--- src/rtl/mul_sequencer.sv ---
// mul_sequencer: sequential WIDTH x WIDTH multiplier, one iteration per cycle, full 2*WIDTH-bit product
// Ports:
//   Clock        - single clock, rising edge
//   Reset        - asynchronous active-high reset
//   iStart       - begin a multiply with iA/iB (honoured only in IDLE)
//   iAbort       - cancel a multiply in progress (CALC only, beats iStart)
//   iA, iB       - multiplicand, multiplier
//   oBusy        - high while in CALC
//   oDone        - one-cycle pulse when the result is valid
//   oWriteEnable - same as oDone, strobes both result words
//   oResultLo/Hi - low/high product words, updated only on entry to DONE
// Build option: MUL_SEQ_SIGNED_EN selects two's-complement radix-2 Booth; undefined selects unsigned shift-add.
module mul_sequencer #(
  parameter int WIDTH = 16
) (
  input  logic             Clock,
  input  logic             Reset,
  input  logic             iStart,
  input  logic             iAbort,
  input  logic [WIDTH-1:0] iA,
  input  logic [WIDTH-1:0] iB,
  output logic             oBusy,
  output logic             oDone,
  output logic [WIDTH-1:0] oResultLo,
  output logic [WIDTH-1:0] oResultHi,
  output logic             oWriteEnable
);
  typedef enum logic [1:0] {IDLE, CALC, DONE} state_t;
  localparam int CW = $clog2(WIDTH + 1);
  state_t           r_state, w_next;
  logic [WIDTH-1:0] r_mcand, r_hi, r_lo, r_res_lo, r_res_hi;
  logic [WIDTH-1:0] w_hi_nx, w_lo_nx;
  logic [WIDTH:0]   w_sum;
  logic [CW-1:0]    r_cnt;
  logic             w_last, w_step, w_load;
  assign w_last = r_cnt == CW'(WIDTH - 1);
  assign w_load = r_state == IDLE && iStart;
  assign w_step = r_state == CALC && !iAbort;
`ifdef MUL_SEQ_SIGNED_EN
  logic r_guard;
  // Sum is kept one bit wider than hi so that adding/subtracting the most negative
  // multiplicand cannot overflow; dropping its LSB is the arithmetic right shift.
  always_comb begin
    w_sum = (r_lo[0] == r_guard) ? {r_hi[WIDTH-1], r_hi}
          : r_lo[0] ? {r_hi[WIDTH-1], r_hi} - {r_mcand[WIDTH-1], r_mcand}
          : {r_hi[WIDTH-1], r_hi} + {r_mcand[WIDTH-1], r_mcand};
  end
  always_ff @(posedge Clock or posedge Reset) begin
    if (Reset) r_guard <= 1'b0;
    else if (w_load) r_guard <= 1'b0;
    else if (w_step) r_guard <= r_lo[0];
  end
`else
  // Carry-out lands in w_sum[WIDTH] and is shifted back into hi.
  always_comb w_sum = {1'b0, r_hi} + (r_lo[0] ? {1'b0, r_mcand} : '0);
`endif
  assign w_hi_nx = w_sum[WIDTH:1];
  assign w_lo_nx = {w_sum[0], r_lo[WIDTH-1:1]};
  always_comb begin
    w_next = r_state;
    w_next = (r_state == IDLE) ? (iStart ? CALC : IDLE)
           : (r_state == CALC) ? (iAbort ? IDLE : w_last ? DONE : CALC)
           : IDLE;
  end
  always_ff @(posedge Clock or posedge Reset) begin
    if (Reset) r_state <= IDLE;
    else r_state <= w_next;
  end
  always_ff @(posedge Clock or posedge Reset) begin
    if (Reset) begin
      r_mcand  <= '0;
      r_hi     <= '0;
      r_lo     <= '0;
      r_cnt    <= '0;
      r_res_lo <= '0;
      r_res_hi <= '0;
    end else if (w_load) begin
      r_mcand <= iA;
      r_hi    <= '0;
      r_lo    <= iB;
      r_cnt   <= '0;
    end else if (w_step) begin
      r_hi  <= w_hi_nx;
      r_lo  <= w_lo_nx;
      r_cnt <= r_cnt + CW'(1);
      if (w_last) begin
        r_res_hi <= w_hi_nx;
        r_res_lo <= w_lo_nx;
      end
    end
  end
  assign oBusy        = r_state == CALC;
  assign oDone        = r_state == DONE;
  assign oWriteEnable = r_state == DONE;
  assign oResultLo    = r_res_lo;
  assign oResultHi    = r_res_hi;
endmodule
--- config.mk ---
export PLATFORM = sky130hd
export DESIGN_NAME = mul_sequencer
export DESIGN_NICKNAME = d
export VERILOG_FILES = /design/src/rtl/mul_sequencer.sv
export SDC_FILE = /design/constraint.sdc
export NUM_CORES = 1
export LEC_CHECK = 0
export BUFFER_PORTS_ARGS = -buffer_cell sky130_fd_sc_hd__buf_2
export CAP_MARGIN = 10
export CELL_PAD_IN_SITES_DETAIL_PLACEMENT = 1
export CELL_PAD_IN_SITES_GLOBAL_PLACEMENT = 2
export CORE_MARGIN = 2
export CORE_UTILIZATION = 31
export DETAILED_ROUTE_END_ITERATION = 8
export GPL_TIMING_DRIVEN = 0
export PLACE_DENSITY_LB_ADDON = 0.05
export REMOVE_ABC_BUFFERS = 1
export SLEW_MARGIN = 20
export SYNTH_ARGS = -nofsm -noshare
export SYNTH_HDL_FRONTEND = slang
export SYNTH_SLANG_ARGS = --single-unit
--- constraint.sdc ---
create_clock -name Clock -period 2.7 [get_ports Clock]
set_input_delay 0.54 -clock Clock [delete_from_list [all_inputs] [get_ports Clock]]
set_output_delay 0.54 -clock Clock [all_outputs]
set_load 0.1 [all_outputs]
# ---- Word-level counts from Yosys, hierarchy flattened
# Index checks and enable logic that the tools add are counted.
dict set report classes {
  bitwise_logic 1
  n_mux 12
  n_eq_ne 3
  add_sub_neg 2
  n_reduce_logical 6
}
# operator count
set ops {}
lappend ops {{$mux W16} 5}
lappend ops {{$add A16 B16 Y17} 1}
lappend ops {{$mux W5} 2}
lappend ops {{$mux W2} 4}
lappend ops {{$add A5 B1 Y5 const B} 1}
lappend ops {{$eq A5 B4 Y1 const B} 1}
lappend ops {{$reduce_and A3 Y1} 1}
lappend ops {{$eq A2 B1 Y1 const B} 1}
lappend ops {{$eq A2 B2 Y1 const B} 1}
lappend ops {{$logic_and A1 B1 Y1} 2}
lappend ops {{$logic_not A2 Y1} 1}
lappend ops {{$reduce_bool A2 Y1} 1}
lappend ops {{$logic_not A1 Y1} 1}
lappend ops {{$mux W1} 1}
lappend ops {{$not A1 Y1} 1}
dict set report word_totals {
  input_bits 36
  wordCells 31
  out_inout_bits 35
  reg_bits 87
}

# ---- Longest topological paths before layout
# Gate-level depths: netlist of run 1.
dict set report logic_depth {
  word_depth 5
  mapped_depth 10
  ltp_nobuf 9
}

# ---- Least setup slack after synthesis of run 1
# Ideal clock, no wire load.
dict set report synth_timing {
  kind {reg2out}
  from {register r_state[1]}
  to {output oWriteEnable}
  path_buffers 1
  path_stages_with_launch 3
  arrival_ns 2.279
  slack_ns -0.119
  cell_sequence {dfrtp_1 -> nor2b_1 -> buf_4}
}
dict set report synth_via {
  elab_chain_cells 1
}
# element line
set synth_rtl {}
lappend synth_rtl {{from (decl)} 30} ;# state_t r_state, w_next;
lappend synth_rtl {{from (signal assigned)} 67} ;# else r_state <= w_next;
lappend synth_rtl {{$eq A2 B2 Y1} -}
lappend synth_rtl {{to (decl)} 26} ;# output logic oWriteEnable
# No other way between the ends.

# ---- Worst setup path after layout of run 1
dict set report layout_timing {
  from {register r_lo[0]}
  to {register r_hi[15]}
}
dict set report layout_via {
  elab_chain_cells 4
}
# element line
set layout_rtl {}
lappend layout_rtl {{from (decl)} 31} ;# logic [WIDTH-1:0] r_mcand, r_hi, r_lo, r_res_lo, r_res_hi;
lappend layout_rtl {{from (signal assigned)} 80} ;# r_lo <= iB;
lappend layout_rtl {{from (signal assigned)} 84} ;# r_lo <= w_lo_nx;
lappend layout_rtl {{$mux W16} 55} ;# always_comb w_sum = {1'b0, r_hi} + (r_lo[0] ? {1'b0, r_mcand} : '0);
lappend layout_rtl {{$add A16 B16 Y17} 55}
lappend layout_rtl {{$mux W16} 82} ;# end else if (w_step) begin
lappend layout_rtl {{$mux W16} 77} ;# end else if (w_load) begin
lappend layout_rtl {{to (signal assigned)} 83} ;# r_hi <= w_hi_nx;
lappend layout_rtl {{to (decl)} 31}
# No other way between the ends. The select of a mux whose other input is x is not followed.
# A chain may end at the register's enable or synchronous reset.

==> impl_summary.txt, run 1 <==
----------------------------------------------------
[Status]
  Run status ... finished, final reports clean

[Critical path]
  Worst path arrival time ... 2.76 ns
  Cells along the critical path ... and2_1 > ha_1 > fa_1 > a21oi_4 > o21ai_4 > a221oi_2 > nor3_1 > a2111oi_4 > o21ai_1
  Element type at the critical path end ... flip-flop
  Worst reg2reg path startpoint ... r_lo[0]
  Max stage delay on crit path ... 0.46 ns
  Critical Path Fanout Max ... 5
  Slowest cell on crit path ... sky130_fd_sc_hd__fa_1
  Required time at the endpoint of the critical path ... 2.90 ns
  Destination of the critical timing path ... r_hi[15]
  Start point of the critical path ... r_lo[0]
  Worst-case register-to-register setup slack ... 0.14 ns
  Worst setup SP type ... flip-flop
  Destination of the worst register-to-register timing path ... r_hi[15]
  Setup Crit Path Kind ... reg -> reg
  Cell depth of the worst flop-to-flop path ... 9

[Route]
  Routed vias ... 3,584
  Count of TritonRoute iterations in the first routing pass ... 4
  DRC violation count after routing ... 0
  Total wirelength of the detailed-routed design ... 12,100 um
  Detailed-route vias per instance ... 4.86
  Detailed-route wire length per cell ... 16.4 um
  DRT iter0 DRCs ... 113
  Antenna Violating Nets Remaining ... 0

[Logic synthesis]
  Post-synth top cells ... sky130_fd_sc_hd__nand2_1, sky130_fd_sc_hd__dfrtp_1, sky130_fd_sc_hd__o21ai_0, sky130_fd_sc_hd__and2_1, sky130_fd_sc_hd__ha_1
  Count of yosys warnings during synthesis ... 0
  Number of different library cells in the post-synthesis netlist ... 50
  Post-Synthesis Cell Area ... 4470 um2
  Cell count after synthesis ... 494
  Cell taking the most area after synthesis ... sky130_fd_sc_hd__dfrtp_1
  Synth async-reset ratio ... 100%
  Dominant cells by area after synthesis ... sky130_fd_sc_hd__dfrtp_1, sky130_fd_sc_hd__nand2_1, sky130_fd_sc_hd__ha_1
  Mean Syn Cell Area ... 9.06 um2
  Proportion of netlist area held by the largest area contributor ... 48.7%
  Most frequently used flop master after synthesis ... sky130_fd_sc_hd__dfrtp_1
  Most numerous cell in the Yosys netlist ... sky130_fd_sc_hd__nand2_1
  Post-synthesis sequential element count ... 87
  Sequential area share after synthesis ... 48.7%
  Count of flip-flops with a built-in enable after synthesis ... 0

[Timing]
  Final total negative setup slack ... 0 ns
  Final number of setup-violating endpoints ... 0
  Crit share post-route ... 94.9%
  Clock period minus worst slack ... 2.56 ns
  Maximum clock rate ... 390 MHz
  Hold violation count in the final report ... 0
  Max-slew headroom ... 35.6%
  Number of pins exceeding their max-slew limit in the final report ... 0
  Slew at the pin closest to its max-slew limit ... 0.965 ns
  Setup skew after layout ... 0.00823 ns
  Hold Worst Slack ... 0.216 ns
  Unrepaired setup endpoints after global routing ... no

[Global routing]
  Maximum number of pins on one net before global-route repair ... 50
  Global-route wire length before repair ... 20,100 um
  Number of global-route vias before repair ... 3,839
  Initial antenna violation count ... 0
  Global-route usage over all layers ... 17.2%
  Remaining global-route overflow ... 0

[Final layout]
  Number of standard cells in the final layout excluding fillers ... 737
  Syn-to-layout area delta ... 19.0%
  Nets ... 607
  Fraction of layout instances using a drive strength above 1 ... 21.2%

[Floorplanning]
  Cell Rows ... 43
  Die area ... 15,400 um2
  Starting density of the core ... 32.0%
  Ports placed on the boundary ... 71
  Die Span X ... 124 um
  Die Span Y ... 124 um
  Placeable core region ... 14,000 um2

[Power and ir drop]
  Clock share of power ... 28.9%
  Switching power of the nets ... 1.40 mW
  Static leakage power ... 2.78 nW
  Part of the power in combinational logic ... 29.6%
  Internal power summed over all cells ... 2.62 mW
  Switching power share of the total ... 34.8%
  Largest vdd supply drop ... 0.339 mV
  Total power divided by cell area ... 755 nW/um2
  Final total power ... 4.02 mW
  Relative contribution of sequential cells to total power ... 41.4%

[Clocking]
  Number of clock buffers inserted by TritonCTS ... 9
  Clock tree from TritonCTS ... yes
  CTS root buffer ... sky130_fd_sc_hd__clkbuf_16
  Count of clock tree sinks ... 87
  Number of buffers on the longest clock path ... 2
  Worst-path clk slew ... 0.07 ns
  Number of levels in the clock H-tree ... 3
  Hold-fix buffer count after cts ... 0
  Clock latency on the worst-skew pair ... 0.35 ns

[Run]
  Max_cap viols ... 0

[Worst hold path]
  Min-delay worst type ... in -> async

[Place]
  PortBufs ... 70
  Global placement routability congestion ... 0.774
  Hpwl dp ... 8130 um
  Total placed cells including tap cells ... 718

----------------------------------------------------
[metal layers]
metal  vias up  GRT usage, %  wire length (um)
met3        10          5.13               461
met4         0          5.55               148
met5         -             0                 0
li1       1752             -                 -
met1      1771          22.4              5680
met2        51          27.5              5770
[through the flow]
step	utilization, %	setup WS, ns	area (um2)
2_1_floorplan	-	-0.862	4330
3_3_place_gp	35.1	-2.39	4900
3_5_place_dp	35.9	-0.299	5020
4_1_cts	38.0	0.0932	5320
5_1_grt	38.1	0.00534	5320
6_report	38.1	0.138	5330
[power by group through the flow]
| stage | combinational, mW | sequential, mW | clock (mW) |
|---|---|---|---|
| finish | 1.19 | 1.67 | 1.16 |
| floorplan | 0.854 | 1.65 | 0 |
| global route | 1.36 | 1.70 | 1.26 |
| detailed placement | 1.16 | 1.70 | 0 |
| global placement | 1.10 | 1.70 | 0 |
| CTS | 1.20 | 1.67 | 1.21 |
[worst min-delay path by stage]
stage	end	slack, ns	depth (start not counted)
after floorplan	r_mcand[0]	0.44	2
after global placement	r_mcand[0]	0.45	2
after detailed placement	r_mcand[6]	0.46	2
after CTS	oResultLo[10]	0.23	2
after global routing	r_state[1]	0.24	2
final	r_state[1]	0.22	2
[critical path, delay by kind of cell, from the launching register on]
kind                       cells  cell delay (ns)
adders and majority gates      2             0.67
DFF                            1             0.43
and+or+nand+nor                2             0.32
AOI/OAI and AO/OA              5             0.99
[flip-flops by register name, indices dropped and copies added, names as in the netlist]
signal,flops
r_hi,16
r_cnt,5
r_lo,16
r_state,2
oResultLo,16
r_mcand,16
oResultHi,16
[cells in the final DEF, fill, tap and decap left out, types with 3 or more instances in the layout]
cell                        Yosys  layout
sky130_fd_sc_hd__nor3_1         6       6
sky130_fd_sc_hd__clkinv_2       0       3
sky130_fd_sc_hd__buf_2         14      70
sky130_fd_sc_hd__clkbuf_16      0       9
sky130_fd_sc_hd__and3_1         4       4
sky130_fd_sc_hd__and2_1        18      17
sky130_fd_sc_hd__nand2_1      172     172
sky130_fd_sc_hd__nor2b_1        5       4
sky130_fd_sc_hd__nor2_1        16      15
sky130_fd_sc_hd__inv_1          7       6
sky130_fd_sc_hd__ha_1          18      18
sky130_fd_sc_hd__xnor2_1        8       8
sky130_fd_sc_hd__a22oi_1       16      16
sky130_fd_sc_hd__o21ai_1       13      13
sky130_fd_sc_hd__nand3_1        6       6
sky130_fd_sc_hd__dfrtp_1       87      86
sky130_fd_sc_hd__xor2_1         4       4
sky130_fd_sc_hd__o21ai_0       21      21
sky130_fd_sc_hd__a21oi_1       14      14
sky130_fd_sc_hd__mux2i_1        3       3
sky130_fd_sc_hd__nand4_1        7       7
sky130_fd_sc_hd__nand2b_1       4       4
sky130_fd_sc_hd__buf_4          2       3
[logic make-up after synthesis]
family / after synthesis / share of synthesized area [%]
multiplexers: 5 / 1.26
AND/OR/NAND/NOR: 245 / 24.0
XOR/XNOR: 12 / 2.35
buffers and inverters: 38 / 3.91
adder cells (fa/ha/maj): 19 / 5.48
AO/OA/AOI/OAI: 88 / 14.3
flip-flops: 87 / 48.7
[cell type report]
class                           count  area (um2)
Fill cell                        1649        8660
Multi-Input combinational cell    369        2150
Antenna cell                        1        2.50
Clock inverter                      4        22.5
Sequential cell                    87        2180
Tap cell                          180         225
Clock buffer                       11         243
Timing Repair Buffer               77         468
Inverter                            8        35.0
[repair_timing]
item                       in CTS  in global routing
pin swaps                       0                  1
setup endpoints to repair      27                  1
hold endpoints to repair        0                  0
gates resized for setup         2                  1
buffers inserted                3                  0
Note: power is estimated with default switching activity, not from simulation.
==> run 2, diff against run 1 <==
--- a/config.mk
+++ b/config.mk
@@ -10,7 +10,7 @@
 export CELL_PAD_IN_SITES_DETAIL_PLACEMENT = 1
 export CELL_PAD_IN_SITES_GLOBAL_PLACEMENT = 2
 export CORE_MARGIN = 2
-export CORE_UTILIZATION = 31
+export CORE_UTILIZATION = 35
 export DETAILED_ROUTE_END_ITERATION = 8
 export GPL_TIMING_DRIVEN = 0
 export PLACE_DENSITY_LB_ADDON = 0.05
==> constraint.sdc (replaced) <==
create_clock -name Clock -period 2.8 [get_ports Clock]
set_input_delay 0.56 -clock Clock [delete_from_list [all_inputs] [get_ports Clock]]
set_output_delay 0.56 -clock Clock [all_outputs]
set_load 0.1 [all_outputs]
==> run 2 against run 1 <==
  * Utilization increased by 4.3 points
  * Critical path depth unchanged
  * Hold slack improved by 0.0077 ns
  * Sequential power decreased by 4%
  * Design area unchanged
  * Non-clock buffer count unchanged
  * Clock power about the same
  * Largest cell class unchanged
  * Highest routed layer unchanged
==> impl_summary.txt, run 2 (synthesis results as in run 1) <==
----------------------------------------------------
[Status]
  Run status ... finished, final reports clean

[Clocking]
  Hold-fix buffer count after cts ... 0
  Number of buffers on the longest clock path ... 2
  Clock latency on the worst-skew pair ... 0.35 ns
  Clock tree from TritonCTS ... yes
  Count of clock tree sinks ... 87
  CTS root buffer ... sky130_fd_sc_hd__clkbuf_16
  Worst-path clk slew ... 0.07 ns
  Number of clock buffers inserted by TritonCTS ... 9
  Number of levels in the clock H-tree ... 3

[Power and ir drop]
  Largest vdd supply drop ... 0.330 mV
  Static leakage power ... 2.78 nW
  Final total power ... 3.90 mW
  Total power divided by cell area ... 732 nW/um2

[Final layout]
  Antenna diode instance count ... 0
  Layout Utilization ... 42.4%
  Most common library cell in the layout ignoring fill and taps ... sky130_fd_sc_hd__nand2_1
  Syn-to-layout area delta ... 19.0%
  Total area of multi-input combinational cells ... 2140 um2
  Most used cells in the layout excluding fill and tap cells ... sky130_fd_sc_hd__nand2_1, sky130_fd_sc_hd__dfrtp_1, sky130_fd_sc_hd__buf_2
  Nets ... 607
  Filler cells ... 1,469
  Sequential cell area ... 2180 um2
  Fraction of layout instances using a drive strength above 1 ... 21.4%
  Number of standard cells in the final layout excluding fillers ... 729

[Route]
  Antenna Violating Nets Remaining ... 0
  DRT iter0 DRCs ... 114
  Count of TritonRoute iterations in the first routing pass ... 4
  DRC violation count after routing ... 0
  Routed vias ... 3,557
  Detailed-route wire length per cell ... 15.8 um
  Total wirelength of the detailed-routed design ... 11,500 um
  Detailed-route vias per instance ... 4.88

[Critical path]
  Critical Path Fanout Max ... 6
  Element type at the critical path end ... flip-flop
  Setup Crit Path Kind ... reg -> reg
  Required time at the endpoint of the critical path ... 3.00 ns
  Worst setup SP type ... flip-flop
  Worst path arrival time ... 2.81 ns

[Floorplanning]
  Die area ... 13,700 um2
  Starting density of the core ... 35.6%
  Die Span X ... 117 um
  Ports placed on the boundary ... 71
  Placeable core region ... 12,600 um2
  Cell Rows ... 41
  Die Span Y ... 117 um

[Place]
  Worst Setup Slack post-DPL ... -0.414 ns
  Global placement routability congestion ... 0.791
  Hpwl dp ... 7940 um
  Total placed cells including tap cells ... 710
  PortBufs ... 70

[Timing]
  Clock period minus worst slack ... 2.61 ns
  Crit share post-route ... 93.3%
  Maximum clock rate ... 383 MHz
  Slew at the pin closest to its max-slew limit ... 0.882 ns
  Hold violation count in the final report ... 0
  Final total negative setup slack ... 0 ns
  Final number of setup-violating endpoints ... 0
  Minimum setup slack in the final design ... 0.188 ns
  Setup skew after layout ... 0.00663 ns
  Unrepaired setup endpoints after global routing ... no
  Max-slew headroom ... 41.2%
  Number of pins exceeding their max-slew limit in the final report ... 0

[Global routing]
  Initial antenna violation count ... 0
  Number of global-route vias before repair ... 3,663
  Remaining global-route overflow ... 0
  Maximum number of pins on one net before global-route repair ... 50
  Global-route wire length before repair ... 19,100 um
  Global-route usage over all layers ... 18.3%

[Run]
  Max_cap viols ... 0

[Worst hold path]
  Min-delay worst type ... in -> async

----------------------------------------------------
==> run 2: final cells by class <==
cell class	count	share of cell area, %
flip-flops and latches	87	40.9
multi-input cells	369	40.2
repair buffers	77	8.93
clock buffers	10	4.30
well taps	172	4.04
clock inverters	6	0.869
inverters	8	0.705
==> run 2: worst paths after layout <==
check | start | endpoint | slack [ns] | depth (start not counted)
max | r_lo[0] | r_hi[15] | 0.19 | 9
min | Reset | oResultLo[15] | 0.22 | 2
max in group asynchronous | Reset | oResultHi[12] | 2.02 | 3
max reg2reg | r_lo[0] | r_hi[15] | 0.19 | 9
min reg2reg | r_mcand[13] | r_mcand[13] | 0.47 | 2
min in group Clock | iA[9] | r_mcand[9] | 0.40 | 3
==> run 2: worst max-delay path, stage by stage (launching register included) <==
cell	delay, ns
sky130_fd_sc_hd__dfrtp_2	0.45
sky130_fd_sc_hd__and2_1	0.16
sky130_fd_sc_hd__ha_1	0.22
sky130_fd_sc_hd__fa_1	0.44
sky130_fd_sc_hd__a21oi_2	0.26
sky130_fd_sc_hd__o21ai_4	0.11
sky130_fd_sc_hd__a221oi_2	0.32
sky130_fd_sc_hd__nor3_1	0.15
sky130_fd_sc_hd__a2111oi_4	0.25
sky130_fd_sc_hd__o21ai_1	0.10
==> run 2: repair_timing <==
action                                  in CTS  in global routing
endpoints found under the hold margin        0                  0
endpoints found under the setup margin      24                  3
resized for setup                            3                  0
buffers inserted                             0                  3
==> run 2: per-stage QoR <==
| stage | hold slack [ns] | area (um2) |
|---|---|---|
| 6_report | 0.223 | 5330 |
| 5_1_grt | 0.249 | 5330 |
| 4_1_cts | 0.233 | 5300 |
| 3_5_place_dp | 0.457 | 5020 |
| 3_3_place_gp | 0.453 | 4890 |
| 2_1_floorplan | 0.438 | 4330 |
==> run 2: report_power, final <==
part,internal [mW],switching (mW)
sequential,1.46,0.150
clock,0.607,0.541
combinational,0.450,0.686
total,2.52,1.38
==> run 2: metal layers <==
layer / up-vias / part of all wire [%] / global-route usage, %
li1: 1763 / - / -
met1: 1731 / 47 / 23.9
met4: 0 / 1.3 / 5.65
met3: 12 / 3.8 / 4.58
met5: - / 0 / 0
met2: 51 / 48 / 29.9
==> run 3, diff against run 2 <==
--- a/config.mk
+++ b/config.mk
@@ -10,10 +10,12 @@
 export CELL_PAD_IN_SITES_DETAIL_PLACEMENT = 1
 export CELL_PAD_IN_SITES_GLOBAL_PLACEMENT = 2
 export CORE_MARGIN = 2
-export CORE_UTILIZATION = 35
+export CORE_UTILIZATION = 36
+export CTS_BUF_LIST = sky130_fd_sc_hd__clkbuf_4 sky130_fd_sc_hd__clkbuf_8
 export DETAILED_ROUTE_END_ITERATION = 8
 export GPL_TIMING_DRIVEN = 0
 export PLACE_DENSITY_LB_ADDON = 0.05
+export RECOVER_POWER = 50
 export REMOVE_ABC_BUFFERS = 1
 export SLEW_MARGIN = 20
 export SYNTH_ARGS = -nofsm -noshare
==> run 3 against run 2 <==
  * Utilization rose by 0.90 points
  * Register-to-register slack improved by 0.07 ns
  * Sequential cell count stayed put
  * Sequential power about the same
  * Total power shrank 7.1%
==> impl_summary.txt, run 3 (synthesis results as in run 1) <==
----------------------------------------------------
[Route]
  Detailed-route vias per instance ... 4.89
  Routed vias ... 3,539
  DRC violation count after routing ... 0
  Total wirelength of the detailed-routed design ... 11,300 um
  Count of TritonRoute iterations in the first routing pass ... 4
  Detailed-route wire length per cell ... 15.7 um
  DRT iter0 DRCs ... 118
  Antenna Violating Nets Remaining ... 0

[Critical path]
  Crit-path leading delay family ... compound AO/OA/AOI/OAI gates
  Worst setup SP type ... flip-flop
  Cells along the critical path ... and2_1 > ha_1 > fa_1 > a21oi_2 > o21ai_4 > a221oi_2 > nor3_1 > a2111oi_4 > o21ai_1
  Worst-case register-to-register setup slack ... 0.26 ns
  Element type at the critical path end ... flip-flop
  Buf+Inv Stages, Crit Path ... 0
  Slowest cell on crit path ... sky130_fd_sc_hd__dfrtp_2
  Max stage delay on crit path ... 0.44 ns
  Critical Path Fanout Max ... 4
  Required time at the endpoint of the critical path ... 3.03 ns
  Worst path arrival time ... 2.77 ns
  Setup Crit Path Kind ... reg -> reg

[Floorplanning]
  Placeable core region ... 12,100 um2
  Ports placed on the boundary ... 71
  Starting density of the core ... 37.1%
  Die Span Y ... 115 um
  Die area ... 13,300 um2
  Die Span X ... 115 um
  Cell Rows ... 40

[Clocking]
  Count of clock tree sinks ... 87
  Clock latency on the worst-skew pair ... 0.38 ns
  Hold-fix buffer count after cts ... 0
  Worst-path clk slew ... 0.09 ns
  Number of levels in the clock H-tree ... 3
  Number of clock buffers inserted by TritonCTS ... 9
  CTS root buffer ... sky130_fd_sc_hd__clkbuf_8
  Number of buffers on the longest clock path ... 2
  Clock tree from TritonCTS ... yes

[Place]
  Total placed cells including tap cells ... 706
  Global placement routability congestion ... 0.797
  Hpwl dp ... 7660 um
  Worst Setup Slack post-DPL ... -0.304 ns
  PortBufs ... 70

[Power and ir drop]
  Relative contribution of sequential cells to total power ... 44.4%
  Clock share of power ... 24.5%
  Switching power share of the total ... 35.6%
  Switching power of the nets ... 1.29 mW
  Total power divided by cell area ... 694 nW/um2
  Static leakage power ... 2.73 nW
  Part of the power in combinational logic ... 31.1%
  Internal power summed over all cells ... 2.33 mW
  Largest vdd supply drop ... 0.216 mV
  Final total power ... 3.62 mW

[Timing]
  Unrepaired setup endpoints after global routing ... no
  Slew at the pin closest to its max-slew limit ... 1.40 ns
  Setup skew after layout ... 0.00921 ns
  Maximum clock rate ... 393 MHz
  Minimum setup slack in the final design ... 0.255 ns
  Number of pins exceeding their max-slew limit in the final report ... 0
  Max-slew headroom ... 5.84%
  Hold Worst Slack ... 0.366 ns
  Hold violation count in the final report ... 0
  Crit share post-route ... 90.9%
  Clock period minus worst slack ... 2.54 ns
  Final number of setup-violating endpoints ... 0

[Final layout]
  Layout Utilization ... 43.3%
  Number of standard cells in the final layout excluding fillers ... 723
  Most common library cell in the layout ignoring fill and taps ... sky130_fd_sc_hd__nand2_1
  Fraction of layout instances using a drive strength above 1 ... 21.1%
  Filler cells ... 1,431
  Sequential cell area ... 2180 um2
  Total area of multi-input combinational cells ... 2140 um2
  Antenna diode instance count ... 0
  Nets ... 606
  Most used cells in the layout excluding fill and tap cells ... sky130_fd_sc_hd__nand2_1, sky130_fd_sc_hd__dfrtp_1, sky130_fd_sc_hd__buf_2
  Syn-to-layout area delta ... 16.6%

[Global routing]
  Global-route usage over all layers ... 18.6%
  Maximum number of pins on one net before global-route repair ... 60
  Global-route wire length before repair ... 19,100 um
  Remaining global-route overflow ... 0
  Number of global-route vias before repair ... 3,755
  Initial antenna violation count ... 0

[Worst hold path]
  Min-delay worst type ... in -> reg

[Status]
  Run status ... finished, final reports clean

[Run]
  Max_cap viols ... 0

----------------------------------------------------
## run 3: changes by cell type in the layout (fill, tap and decap cells not counted), sizes merged
cell	change
clkinv	-1
inv	-2
buf	-1
bufinv	+1
clkbuf	+1
## run 3: power groups by stage
stage | sequential, mW | clock, mW | combinational [mW]
floorplan | 1.59 | 0 | 0.824
global placement | 1.64 | 0 | 1.04
detailed placement | 1.65 | 0 | 1.10
CTS | 1.63 | 0.932 | 1.12
global route | 1.64 | 0.972 | 1.28
finish | 1.61 | 0.886 | 1.13
## run 3: worst paths after layout
kind | cells past startpoint | end | start
worst max-delay path | 9 | r_hi[15] | r_lo[0]
worst min register to register | 2 | r_mcand[6] | r_mcand[6]
worst max register to register | 9 | r_hi[15] | r_lo[0]
worst min-delay path | 3 | r_mcand[11] | iA[11]
max in group asynchronous | 3 | r_lo[0] | Reset
min in group asynchronous | 2 | oResultLo[13] | Reset
## run 3: stage by stage
stage | cell area (um2) | TNS [ns]
3_5_place_dp | 5010 | -1.68
2_1_floorplan | 4330 | -24.84
5_1_grt | 5220 | 0
6_report | 5220 | 0
4_1_cts | 5210 | 0
3_3_place_gp | 4890 | -219.62
## run 3: layout make-up
| cell class | count | share of cell area, % |
|---|---|---|
| tap | 168 | 4.03 |
| timing repair buffer | 76 | 8.97 |
| inverter | 8 | 0.647 |
| sequential | 87 | 41.7 |
| multi-input combinational | 369 | 41.0 |
| clock inverter | 4 | 0.911 |
| clock buffer | 11 | 2.66 |
## run 3: worst reg2reg max path: cells and delay by family, from the launching register on
kind,cells,cell delay [ns]
flops,1,0.44
fa+ha+maj,2,0.65
simple gates,2,0.30
compound gates,5,1.01
## run 3: what timing repair did
item                                   in CTS  in global routing
buffers inserted                            0                  2
setup endpoints to repair                   7                  2
resized for setup                           3                  0
endpoints found under the hold margin       0                  0
## run 3: routing by layer
layer	vias to the layer above	GRT usage (%)	part of all wire [%]
li1	1760	-	-
met3	15	4.24	3.8
met1	1714	25.2	49
met4	0	8.43	2.1
met5	-	0	0
met2	50	28.6	45
